**config.mk**
```make
export PLATFORM = sky130hd
export DESIGN_NAME = multicycle_control_fsm_flat
export DESIGN_NICKNAME = d
export VERILOG_FILES = /design/src/rtl/multicycle_control_fsm_if.sv /design/src/rtl/multicycle_control_fsm.sv /design/src/flat_wrapper.sv
export SDC_FILE = /design/constraint.sdc
export NUM_CORES = 1
export LEC_CHECK = 0
export CAP_MARGIN = 5
export CORE_UTILIZATION = 50
export DETAILED_ROUTE_END_ITERATION = 12
export MAX_ROUTING_LAYER = met4
export PLACE_DENSITY_LB_ADDON = 0.15
export SKIP_LAST_GASP = 1
export SLEW_MARGIN = 20
export SYNTH_ARGS = -nofsm -noshare
export SYNTH_HDL_FRONTEND = slang
export SYNTH_SLANG_ARGS = --single-unit
```
**constraint.sdc**
```tcl
create_clock -name clk -period 3.9 [get_ports clk]
set_input_delay 1.17 -clock clk [delete_from_list [all_inputs] [get_ports clk]]
set_output_delay 1.17 -clock clk [all_outputs]
set_load 0.02 [all_outputs]
```
**src/rtl/multicycle_control_fsm_if.sv**
```systemverilog
// Control-unit port bundle: instruction fields and memory handshake in, datapath controls out.
// The master side is the control FSM; the slave side is the datapath / memory stage.
interface multicycle_control_fsm_if #(
    parameter int OP_SIZE   = 4,
    parameter int FUNC_SIZE = 6,
    parameter int CNT_W     = 16
);
    logic [OP_SIZE-1:0]   op;
    logic [FUNC_SIZE-1:0] func;
    logic                 mem_ready;
    logic                 branch_cond;
    logic                 ir_write;
    logic                 mem_read;
    logic                 mem_write;
    logic                 reg_write;
    logic                 PVSWriteEn;
    logic [1:0]           pc_src;
    logic [1:0]           ALUSrcA;
    logic [1:0]           ALUSrcB;
    logic [3:0]           ALUOp;
    logic                 carry;
    logic                 halted;
    logic                 illegal;
    logic [CNT_W-1:0]     num_inst;

    modport master (
        input  op, func, mem_ready, branch_cond,
        output ir_write, mem_read, mem_write, reg_write, PVSWriteEn, pc_src,
               ALUSrcA, ALUSrcB, ALUOp, carry, halted, illegal, num_inst
    );

    modport slave (
        output op, func, mem_ready, branch_cond,
        input  ir_write, mem_read, mem_write, reg_write, PVSWriteEn, pc_src,
               ALUSrcA, ALUSrcB, ALUOp, carry, halted, illegal, num_inst
    );
endinterface

```
**src/rtl/multicycle_control_fsm.sv**
```systemverilog
// Multi-cycle IF/ID/EX/MEM/WB control unit: decodes the latched op/func into datapath
// controls, handshakes with memory and counts retired instructions.
module multicycle_control_fsm #(
    parameter int OP_SIZE   = 4,
    parameter int FUNC_SIZE = 6,
    parameter int CNT_W     = 16
) (
    input  logic                       clk,
    input  logic                       reset,
    multicycle_control_fsm_if.master   bus
);

    typedef enum logic [2:0] {
        S_IF   = 3'd0,
        S_ID   = 3'd1,
        S_EX   = 3'd2,
        S_MEM  = 3'd3,
        S_WB   = 3'd4,
        S_HALT = 3'd5
    } state_t;

    // store_done / branch mark cycles whose PC update is qualified by a live input.
    typedef struct packed {
        logic       fetch;
        logic       mem_read;
        logic       mem_write;
        logic       reg_write;
        logic       pvs;
        logic       store_done;
        logic       branch;
        logic       illegal;
        logic       halted;
        logic [1:0] pc_src;
        logic [1:0] src_a;
        logic [1:0] src_b;
        logic [3:0] alu_op;
        logic       carry;
    } ctrl_t;

    localparam logic [OP_SIZE-1:0]   OP_BNE = OP_SIZE'(4'd0);
    localparam logic [OP_SIZE-1:0]   OP_BEQ = OP_SIZE'(4'd1);
    localparam logic [OP_SIZE-1:0]   OP_ADI = OP_SIZE'(4'd4);
    localparam logic [OP_SIZE-1:0]   OP_ORI = OP_SIZE'(4'd5);
    localparam logic [OP_SIZE-1:0]   OP_LWD = OP_SIZE'(4'd7);
    localparam logic [OP_SIZE-1:0]   OP_SWD = OP_SIZE'(4'd8);
    localparam logic [OP_SIZE-1:0]   OP_JMP = OP_SIZE'(4'd9);
    localparam logic [OP_SIZE-1:0]   OP_ALU = OP_SIZE'(4'd15);
    localparam logic [FUNC_SIZE-1:0] FN_HLT = FUNC_SIZE'(6'd29);
    localparam logic [FUNC_SIZE-1:0] FN_LIM = FUNC_SIZE'(6'd8);

    localparam logic [3:0] ALU_ADD = 4'b0000;
    localparam logic [3:0] ALU_SUB = 4'b0001;
    localparam logic [3:0] ALU_AND = 4'b1101;
    localparam logic [3:0] ALU_OR  = 4'b1110;
    localparam logic [3:0] ALU_NOT = 4'b1100;
    localparam logic [3:0] ALU_ALS = 4'b0101;
    localparam logic [3:0] ALU_ARS = 4'b0100;

    localparam logic [CNT_W-1:0] CNT_ONE = CNT_W'(1'b1);

    function automatic logic is_legal(input logic [OP_SIZE-1:0] op, input logic [FUNC_SIZE-1:0] fn);
        logic ok;
        case (op)
            OP_BNE, OP_BEQ, OP_ADI, OP_ORI, OP_LWD, OP_SWD, OP_JMP: ok = 1'b1;
            OP_ALU:  ok = (fn < FN_LIM) || (fn == FN_HLT);
            default: ok = 1'b0;
        endcase
        return ok;
    endfunction

    // {ALUOp, carry}; TCP is NOT with carry-in set.
    function automatic logic [4:0] alu_func(input logic [FUNC_SIZE-1:0] fn);
        logic [4:0] r;
        case (fn)
            FUNC_SIZE'(6'd0): r = {ALU_ADD, 1'b0};
            FUNC_SIZE'(6'd1): r = {ALU_SUB, 1'b0};
            FUNC_SIZE'(6'd2): r = {ALU_AND, 1'b0};
            FUNC_SIZE'(6'd3): r = {ALU_OR,  1'b0};
            FUNC_SIZE'(6'd4): r = {ALU_NOT, 1'b0};
            FUNC_SIZE'(6'd5): r = {ALU_NOT, 1'b1};
            FUNC_SIZE'(6'd6): r = {ALU_ALS, 1'b0};
            FUNC_SIZE'(6'd7): r = {ALU_ARS, 1'b0};
            default:          r = {ALU_ADD, 1'b0};
        endcase
        return r;
    endfunction

    function automatic ctrl_t decode_ctrl(input state_t st, input logic [OP_SIZE-1:0] op,
                                          input logic [FUNC_SIZE-1:0] fn);
        ctrl_t      c;
        logic [4:0] alu_c;
        c     = '0;
        alu_c = alu_func(fn);
        case (st)
            S_IF: begin
                c.fetch    = 1'b1;
                c.mem_read = 1'b1;
                c.src_b    = 2'd1;
                c.alu_op   = ALU_ADD;
            end
            S_ID: begin
                if (!is_legal(op, fn)) begin
                    c.illegal = 1'b1;
                    c.pvs     = 1'b1;
                end else if (op == OP_JMP) begin
                    c.pc_src = 2'd2;
                    c.pvs    = 1'b1;
                end else begin
                    c.pvs = 1'b0;
                end
            end
            S_EX: begin
                c.src_a = 2'd1;
                case (op)
                    OP_ALU: begin
                        c.src_b  = 2'd0;
                        c.alu_op = alu_c[4:1];
                        c.carry  = alu_c[0];
                    end
                    OP_ADI, OP_LWD, OP_SWD: begin
                        c.src_b  = 2'd2;
                        c.alu_op = ALU_ADD;
                    end
                    OP_ORI: begin
                        c.src_b  = 2'd3;
                        c.alu_op = ALU_OR;
                    end
                    OP_BNE, OP_BEQ: begin
                        c.alu_op = ALU_SUB;
                        c.pvs    = 1'b1;
                        c.branch = 1'b1;
                    end
                    default: c.src_a = 2'd0;
                endcase
            end
            S_MEM: begin
                c.mem_read   = (op == OP_LWD);
                c.mem_write  = (op == OP_SWD);
                c.store_done = (op == OP_SWD);
            end
            S_WB: begin
                c.reg_write = 1'b1;
                c.pvs       = 1'b1;
            end
            S_HALT:  c.halted = 1'b1;
            default: c = '0;
        endcase
        return c;
    endfunction

    state_t               state_r;
    state_t               next_state_s;
    logic [OP_SIZE-1:0]   op_r;
    logic [OP_SIZE-1:0]   next_op_s;
    logic [FUNC_SIZE-1:0] func_r;
    logic [FUNC_SIZE-1:0] next_func_s;
    ctrl_t                ctrl_r;
    logic [CNT_W-1:0]     num_inst_r;
    logic                 pvs_s;

    // Next state and instruction latch; op/func are only captured on the fetch handshake.
    always_comb begin
        next_state_s = state_r;
        next_op_s    = op_r;
        next_func_s  = func_r;
        case (state_r)
            S_IF: begin
                if (bus.mem_ready) begin
                    next_state_s = S_ID;
                    next_op_s    = bus.op;
                    next_func_s  = bus.func;
                end else begin
                    next_state_s = S_IF;
                end
            end
            S_ID: begin
                if (!is_legal(op_r, func_r) || (op_r == OP_JMP)) begin
                    next_state_s = S_IF;
                end else if ((op_r == OP_ALU) && (func_r == FN_HLT)) begin
                    next_state_s = S_HALT;
                end else begin
                    next_state_s = S_EX;
                end
            end
            S_EX: begin
                if ((op_r == OP_BNE) || (op_r == OP_BEQ)) begin
                    next_state_s = S_IF;
                end else if ((op_r == OP_LWD) || (op_r == OP_SWD)) begin
                    next_state_s = S_MEM;
                end else begin
                    next_state_s = S_WB;
                end
            end
            S_MEM: begin
                if (!bus.mem_ready) begin
                    next_state_s = S_MEM;
                end else if (op_r == OP_LWD) begin
                    next_state_s = S_WB;
                end else begin
                    next_state_s = S_IF;
                end
            end
            S_WB:    next_state_s = S_IF;
            S_HALT:  next_state_s = S_HALT;
            default: next_state_s = S_IF;
        endcase
    end

    // Controls are registered for the state being entered so outputs come straight from flops.
    always_ff @(posedge clk) begin
        if (reset) begin
            state_r    <= S_IF;
            op_r       <= {OP_SIZE{1'b0}};
            func_r     <= {FUNC_SIZE{1'b0}};
            ctrl_r     <= decode_ctrl(S_IF, {OP_SIZE{1'b0}}, {FUNC_SIZE{1'b0}});
            num_inst_r <= {CNT_W{1'b0}};
        end else begin
            state_r <= next_state_s;
            op_r    <= next_op_s;
            func_r  <= next_func_s;
            ctrl_r  <= decode_ctrl(next_state_s, next_op_s, next_func_s);
            if (pvs_s) begin
                num_inst_r <= num_inst_r + CNT_ONE;
            end else begin
                num_inst_r <= num_inst_r;
            end
        end
    end

    assign pvs_s = ctrl_r.pvs | (ctrl_r.store_done & bus.mem_ready);

    assign bus.ir_write   = ctrl_r.fetch & bus.mem_ready;
    assign bus.mem_read   = ctrl_r.mem_read;
    assign bus.mem_write  = ctrl_r.mem_write;
    assign bus.reg_write  = ctrl_r.reg_write;
    assign bus.PVSWriteEn = pvs_s;
    assign bus.pc_src     = ctrl_r.pc_src | {1'b0, ctrl_r.branch & bus.branch_cond};
    assign bus.ALUSrcA    = ctrl_r.src_a;
    assign bus.ALUSrcB    = ctrl_r.src_b;
    assign bus.ALUOp      = ctrl_r.alu_op;
    assign bus.carry      = ctrl_r.carry;
    assign bus.halted     = ctrl_r.halted;
    assign bus.illegal    = ctrl_r.illegal;
    assign bus.num_inst   = num_inst_r;

endmodule

```
**src/flat_wrapper.sv**
```systemverilog
// flat-port wrapper written by rule: the top's interface ports become plain ports
module multicycle_control_fsm_flat 
#(
    parameter int OP_SIZE   = 4,
    parameter int FUNC_SIZE = 6,
    parameter int CNT_W     = 16
)
  (clk, reset, bus_op, bus_func, bus_mem_ready, bus_branch_cond, bus_ir_write, bus_mem_read, bus_mem_write, bus_reg_write, bus_PVSWriteEn, bus_pc_src, bus_ALUSrcA, bus_ALUSrcB, bus_ALUOp, bus_carry, bus_halted, bus_illegal, bus_num_inst);
  multicycle_control_fsm_if #(.OP_SIZE(OP_SIZE), .FUNC_SIZE(FUNC_SIZE), .CNT_W(CNT_W)) bus_i ();
  input  logic clk;
  input  logic reset;
  input wire logic [$bits(bus_i.op)-1:0] bus_op;
  input wire logic [$bits(bus_i.func)-1:0] bus_func;
  input wire logic [$bits(bus_i.mem_ready)-1:0] bus_mem_ready;
  input wire logic [$bits(bus_i.branch_cond)-1:0] bus_branch_cond;
  output wire logic [$bits(bus_i.ir_write)-1:0] bus_ir_write;
  output wire logic [$bits(bus_i.mem_read)-1:0] bus_mem_read;
  output wire logic [$bits(bus_i.mem_write)-1:0] bus_mem_write;
  output wire logic [$bits(bus_i.reg_write)-1:0] bus_reg_write;
  output wire logic [$bits(bus_i.PVSWriteEn)-1:0] bus_PVSWriteEn;
  output wire logic [$bits(bus_i.pc_src)-1:0] bus_pc_src;
  output wire logic [$bits(bus_i.ALUSrcA)-1:0] bus_ALUSrcA;
  output wire logic [$bits(bus_i.ALUSrcB)-1:0] bus_ALUSrcB;
  output wire logic [$bits(bus_i.ALUOp)-1:0] bus_ALUOp;
  output wire logic [$bits(bus_i.carry)-1:0] bus_carry;
  output wire logic [$bits(bus_i.halted)-1:0] bus_halted;
  output wire logic [$bits(bus_i.illegal)-1:0] bus_illegal;
  output wire logic [$bits(bus_i.num_inst)-1:0] bus_num_inst;
  assign bus_i.op = bus_op;
  assign bus_i.func = bus_func;
  assign bus_i.mem_ready = bus_mem_ready;
  assign bus_i.branch_cond = bus_branch_cond;
  assign bus_ir_write = bus_i.ir_write;
  assign bus_mem_read = bus_i.mem_read;
  assign bus_mem_write = bus_i.mem_write;
  assign bus_reg_write = bus_i.reg_write;
  assign bus_PVSWriteEn = bus_i.PVSWriteEn;
  assign bus_pc_src = bus_i.pc_src;
  assign bus_ALUSrcA = bus_i.ALUSrcA;
  assign bus_ALUSrcB = bus_i.ALUSrcB;
  assign bus_ALUOp = bus_i.ALUOp;
  assign bus_carry = bus_i.carry;
  assign bus_halted = bus_i.halted;
  assign bus_illegal = bus_i.illegal;
  assign bus_num_inst = bus_i.num_inst;
  multicycle_control_fsm #(.OP_SIZE(OP_SIZE), .FUNC_SIZE(FUNC_SIZE), .CNT_W(CNT_W)) u_core (.clk(clk), .reset(reset), .bus(bus_i));
endmodule
```
==> impl_metrics.tcl, run 1 <==
set metrics [dict create \
    outcome "complete, no violations" \
    critPathLaunchType "input port" \
    crit_type "in2out" \
    overflow 0 \
    cp_max_fo 6 \
    cts_tree "built" \
    die_w_um 69.1 \
    maxSlewViolCount 0 \
    clk_latency_ps 310 \
    hp-class "reg2reg" \
    syn2layout_area_growth_pct 25.4 \
    syn_nets 275 \
    ctsHoldBuffers 0 \
    syn_area_um2 2250 \
    clk_pin_slew_worst_paths_ps 90 \
    cts_resized 0 \
    hpwl_um 3740 \
    critPathRequiredTime_ps 2730 \
    fin_crit_sh 0.966 \
    floorplan.initialDensity 0.517 \
    grt_max_degree 20 \
    vias_per_cell 5.52 \
    row_count 24 \
    grt_util_all_layers 0.224 \
    dieHeight_um 69.1 \
    dr.pass1.iters 4 \
    core_area_um2 4350 \
    tns_ps 0 \
    gp_congestion 0.875 \
    dr_wl_met3_um 170 \
    fin_cells 350 \
    rsz0062_at_grt "false" \
    fin_worst_hold_slack_ps 486 \
    drive_gt1_frac 0.101 \
    maxCapViolations 0 \
    fin_skew_ps 14.3 \
    io-pin-count 48 \
    ys_seq_elements 46 \
    synth-edff-count 0 \
    dieArea_um2 4780 \
    cts_root_buffer "clkbuf_8" \
    p_per_area_nw_per_um2 353 \
    place_inst 342 \
    cts_setup_buffers 0 \
    wl_um 4980 \
    wl_per_cell_um 14.2 \
    cts_buffers 5 \
    syn_avg_cell_area_um2 8.80 \
    max_clock_freq_ghz 0.265 \
    async_reset_ff_frac 0 \
    layout_min_cycle_time_ps 3770 \
    tightest_slew_ps 615 \
    critPathCaptureType "primary output" \
    vias 1933 \
    antenna_found_initial 0 \
    p_leak_nw 1.10 \
    nets 316 \
    cts.sinks 46 \
    yosys-top-cells-area "dfxtp_1 (41%), nor2_1 (5.2%), nand2_1 (4.0%), xor2_1 (3.9%), mux2i_1 (3.6%)" \
    setup_slack_ps 133 \
    final_cell_mix "clkdlybuf4s50_1 (46), dfxtp_1 (46), nor2_1 (31), nand2_1 (24)" \
    htree_levels 2 \
    synth_top_area_share 0.409 \
    fin_util 0.649 \
    setup_viol 0 \
    grt_pass1_vias 1830 \
    arrival_ps 2600 \
    postRouteAntennaNets 0 \
    synth_top_area_cell "dfxtp_1" \
    synth_cell_types 55 \
    dr_wl_met2_um 2430 \
    slew_headroom 0.589 \
    drtIter0Drc 94 \
    remaining_drc_errors 0 \
    portBuffers 46 \
    top_layer "met4" \
    grt_pass1_wl_um 8460 \
    synth_cells 256 \
    dpl_worst_slack_ps 106 \
    ys_seq_area_frac 0.409 \
    synthFlopType "dfxtp_1" \
    yosysWarnings 0 \
    n_antenna_cell 0 \
    irDropWorstVdd_uv 274 \
    m1WireLength_um 2320 \
    cts_buffer_depth 2 \
    final-hold-violation-count 0 \
]
metal layers:
metal | global-route usage | up-vias
li1 | - | 978
met1 | 0.263 | 913
met2 | 0.383 | 35
met3 | 0.0497 | 7
met4 | 0.0612 | 0
met5 | - | -
area by class of cell:
class                      instances  area (µm²)
inverter                          12        45.0
tap                               52        65.1
fill                             362        1530
timing repair buffer              55         528
sequential                        46         921
multi-input combinational        177        1180
clock buffer                       5        68.8
clock inverter                     3        18.8
where the power goes:
group | switching (mW) | leakage [nW] | internal [mW]
logic | 0.102 | 0.680 | 0.0920
clock network | 0.166 | 0.0483 | 0.126
registers | 0.0211 | 0.374 | 0.491
total | 0.289 | 1.10 | 0.709
sequential cells by signal, indices dropped and copies added, names as in the netlist, 2 cells and up:
signal,cells
u_core.bus.ALUSrcB,2
u_core.op_r,4
u_core.bus.ALUOp,4
u_core.state_r,3
u_core.bus.num_inst,16
u_core.func_r,6
u_core.ctrl_r,4
synthesized netlist by cell type, drive strengths merged, types with 4 or more instances:
library cell / n
or4: 4
xor2: 10
nand2: 24
ha: 5
nand4: 4
xnor2: 4
mux2i: 8
dfxtp: 46
and3: 7
clkbuf: 9
nor3: 5
inv: 12
buf: 12
nand3: 12
nor2: 31
a21oi: 7
metrics by stage:
stage	power [mW]	cell area [µm²]
2_1_floorplan	0.645	2250
3_3_place_gp	0.712	2740
3_5_place_dp	0.716	2740
4_1_cts	1.00	2820
5_1_grt	1.04	2820
6_report	0.998	2820
worst max-delay path, stage by stage:
cell             delay (ps)
clkdlybuf4s50_1         610
a21oi_1                 130
inv_1                    90
clkdlybuf4s50_1         600
path summary, 6_finish.rpt:
check | start | to | slack (ps) | cells after the start
max | bus_mem_ready | bus_PVSWriteEn | 130 | 4
min | u_core.func_r[4] | u_core.func_r[4] | 490 | 2
max reg2reg | u_core.state_r[1] | u_core.bus.illegal | 1390 | 9
min reg2reg | u_core.func_r[4] | u_core.func_r[4] | 490 | 2
kinds of logic (layout without fill, tap and decap cells):
family	after synthesis	in the layout	share of synthesized area
buffers and inverters	33	75	0.0722
muxes	10	10	0.0456
and+or+nand+nor	109	109	0.253
AOI/OAI and AO/OA	38	38	0.137
adders and majority gates	5	5	0.0278
other	1	1	0.00167
DFF	46	46	0.409
xor gates and xnor gates	14	14	0.0544
(Power assumes the default switching activity.)
==> run 2: changes to the inputs <==
- ABC_CLOCK_PERIOD_IN_PS: default -> 3900
==> results of run 2 <==
No change in the layout: final DEF, timing and power equal those of run 1.
==> run 3: changes to the inputs <==
- CORE_ASPECT_RATIO: default -> 0.7
- CORE_MARGIN: default -> 1
- SLEW_MARGIN: 20 -> default
==> impl_metrics.tcl, run 3 (synthesized netlist as in run 1, its figures left out) <==
set metrics [dict create \
    fin_crit_sh 0.966 \
    antenna_found_initial 0 \
    p_total_mw 1.07 \
    ctsHoldBuffers 0 \
    portBuffers 46 \
    cts_resized 0 \
    grt_pass1_wl_um 8080 \
    cts.sinks 46 \
    dieArea_um2 4780 \
    overflow 0 \
    largest_reg_flops 16 \
    core_area_um2 4330 \
    vias_per_cell 5.54 \
    slew_headroom 0.564 \
    fin_cells 353 \
    fillCellCount 359 \
    layout_min_cycle_time_ps 3770 \
    hp-class "reg2reg" \
    tightest_slew_ps 648 \
    gp_congestion 0.846 \
    cts_tree "built" \
    tns_ps 0 \
    row_count 20 \
    postRouteAntennaNets 0 \
    maxSlewViolCount 0 \
    fin_skew_ps 4.57 \
    final-hold-violation-count 0 \
    p_per_area_nw_per_um2 374 \
    vias 1957 \
    cts_buffer_depth 2 \
    critPathMostFrequentCell "clkdlybuf4s50_1" \
    setup_viol 0 \
    drive_gt1_frac 0.0973 \
    rsz0062_at_grt "false" \
    critPathRequiredTime_ps 2730 \
    remaining_drc_errors 0 \
    clk_latency_ps 300 \
    die_w_um 82.2 \
    irDropWorstVdd_uv 217 \
    fin_worst_hold_slack_ps 481 \
    cts_setup_buffers 0 \
    dieHeight_um 58.2 \
    floorplan.initialDensity 0.520 \
    outcome "complete, no violations" \
    wl_um 5140 \
    hpwl_um 3860 \
    cts_buffers 5 \
    clk_pin_slew_worst_paths_ps 90 \
    path_cells "clkdlybuf4s50_1, a21oi_1, inv_1, clkdlybuf4s50_1" \
    htree_levels 2 \
    io-pin-count 48 \
    dr.pass1.iters 4 \
    crit_slowest_cell "clkdlybuf4s50_1" \
    nets 316 \
    drtIter0Drc 160 \
    crit_type "in2out" \
    fin_util 0.658 \
    max_clock_freq_ghz 0.266 \
    max_stage_delay_ps 600 \
    grt_pass1_vias 1652 \
    syn2layout_area_growth_pct 26.6 \
    place_inst 345 \
    path_buf_inv 3 \
    critPathLaunchType "input port" \
    cp_top_family "buffers and inverters" \
    p_leak_nw 1.11 \
    final_cell_mix "clkdlybuf4s50_1 (46), dfxtp_1 (46), nor2_1 (31), nand2_1 (24)" \
    r2r_slack_ps 1350 \
    wl_per_cell_um 14.6 \
    cts_root_buffer "clkbuf_8" \
    grt_max_degree 18 \
    n_antenna_cell 0 \
    critPathCaptureType "primary output" \
    arrival_ps 2600 \
    cp_max_fo 6 \
    maxCapViolations 0 \
    grt_util_all_layers 0.235 \
]
## run 3: cell types whose count changed in the layout (fill, tap and decap cells not counted), sizes merged
| cell | previous run | this run |
|---|---|---|
| clkbuf | 5 | 6 |
| clkinv | 2 | 0 |
| clkinvlp | 0 | 1 |
| bufinv | 0 | 1 |
| inv | 13 | 12 |
## run 3: final cells by class
type	instances	area (µm²)	share of cell area
multi-input combinational	177	1180	0.413
sequential	46	921	0.323
timing repair buffer	55	528	0.185
clock buffer	6	72.6	0.0255
tap	55	68.8	0.0241
inverter	12	45.0	0.0158
clock inverter	2	37.5	0.0132
## run 3: path summary, 6_finish.rpt
check	depth (start not counted)	from	endpoint
setup reg to reg	5	u_core.op_r[1]	u_core.bus.ALUOp[3]
hold / removal	2	u_core.func_r[4]	u_core.func_r[4]
hold reg to reg	2	u_core.func_r[4]	u_core.func_r[4]
setup / recovery	4	bus_mem_ready	bus_PVSWriteEn
## run 3: routing by layer
| metal | part of all wire | GRT usage |
|---|---|---|
| met5 | 0 | - |
| met4 | 0.011 | 0.0677 |
| met3 | 0.080 | 0.0740 |
| met2 | 0.38 | 0.290 |
| met1 | 0.53 | 0.354 |
## run 3: worst reg2reg max path, delay by kind of cell, from the launching register on
family	cells	cell delay, ps
AO/OA/AOI/OAI	3	820
flip-flops	1	500
AND/OR/NAND/NOR	2	1110
## run 3: power by group
group          internal [mW]  switching (mW)
Combinational         0.0912           0.104
Sequential             0.491          0.0214
Clock                  0.191           0.167
Total                  0.773           0.292
## run 3: stage by stage
| step | instance area (µm²) | setup WS (ps) |
|---|---|---|
| global placement | 2740 | 163 |
| detailed placement | 2740 | 83.5 |
| floorplan | 2250 | 373 |
| finish | 2850 | 134 |
| CTS | 2850 | 139 |
| global route | 2850 | 83.6 |
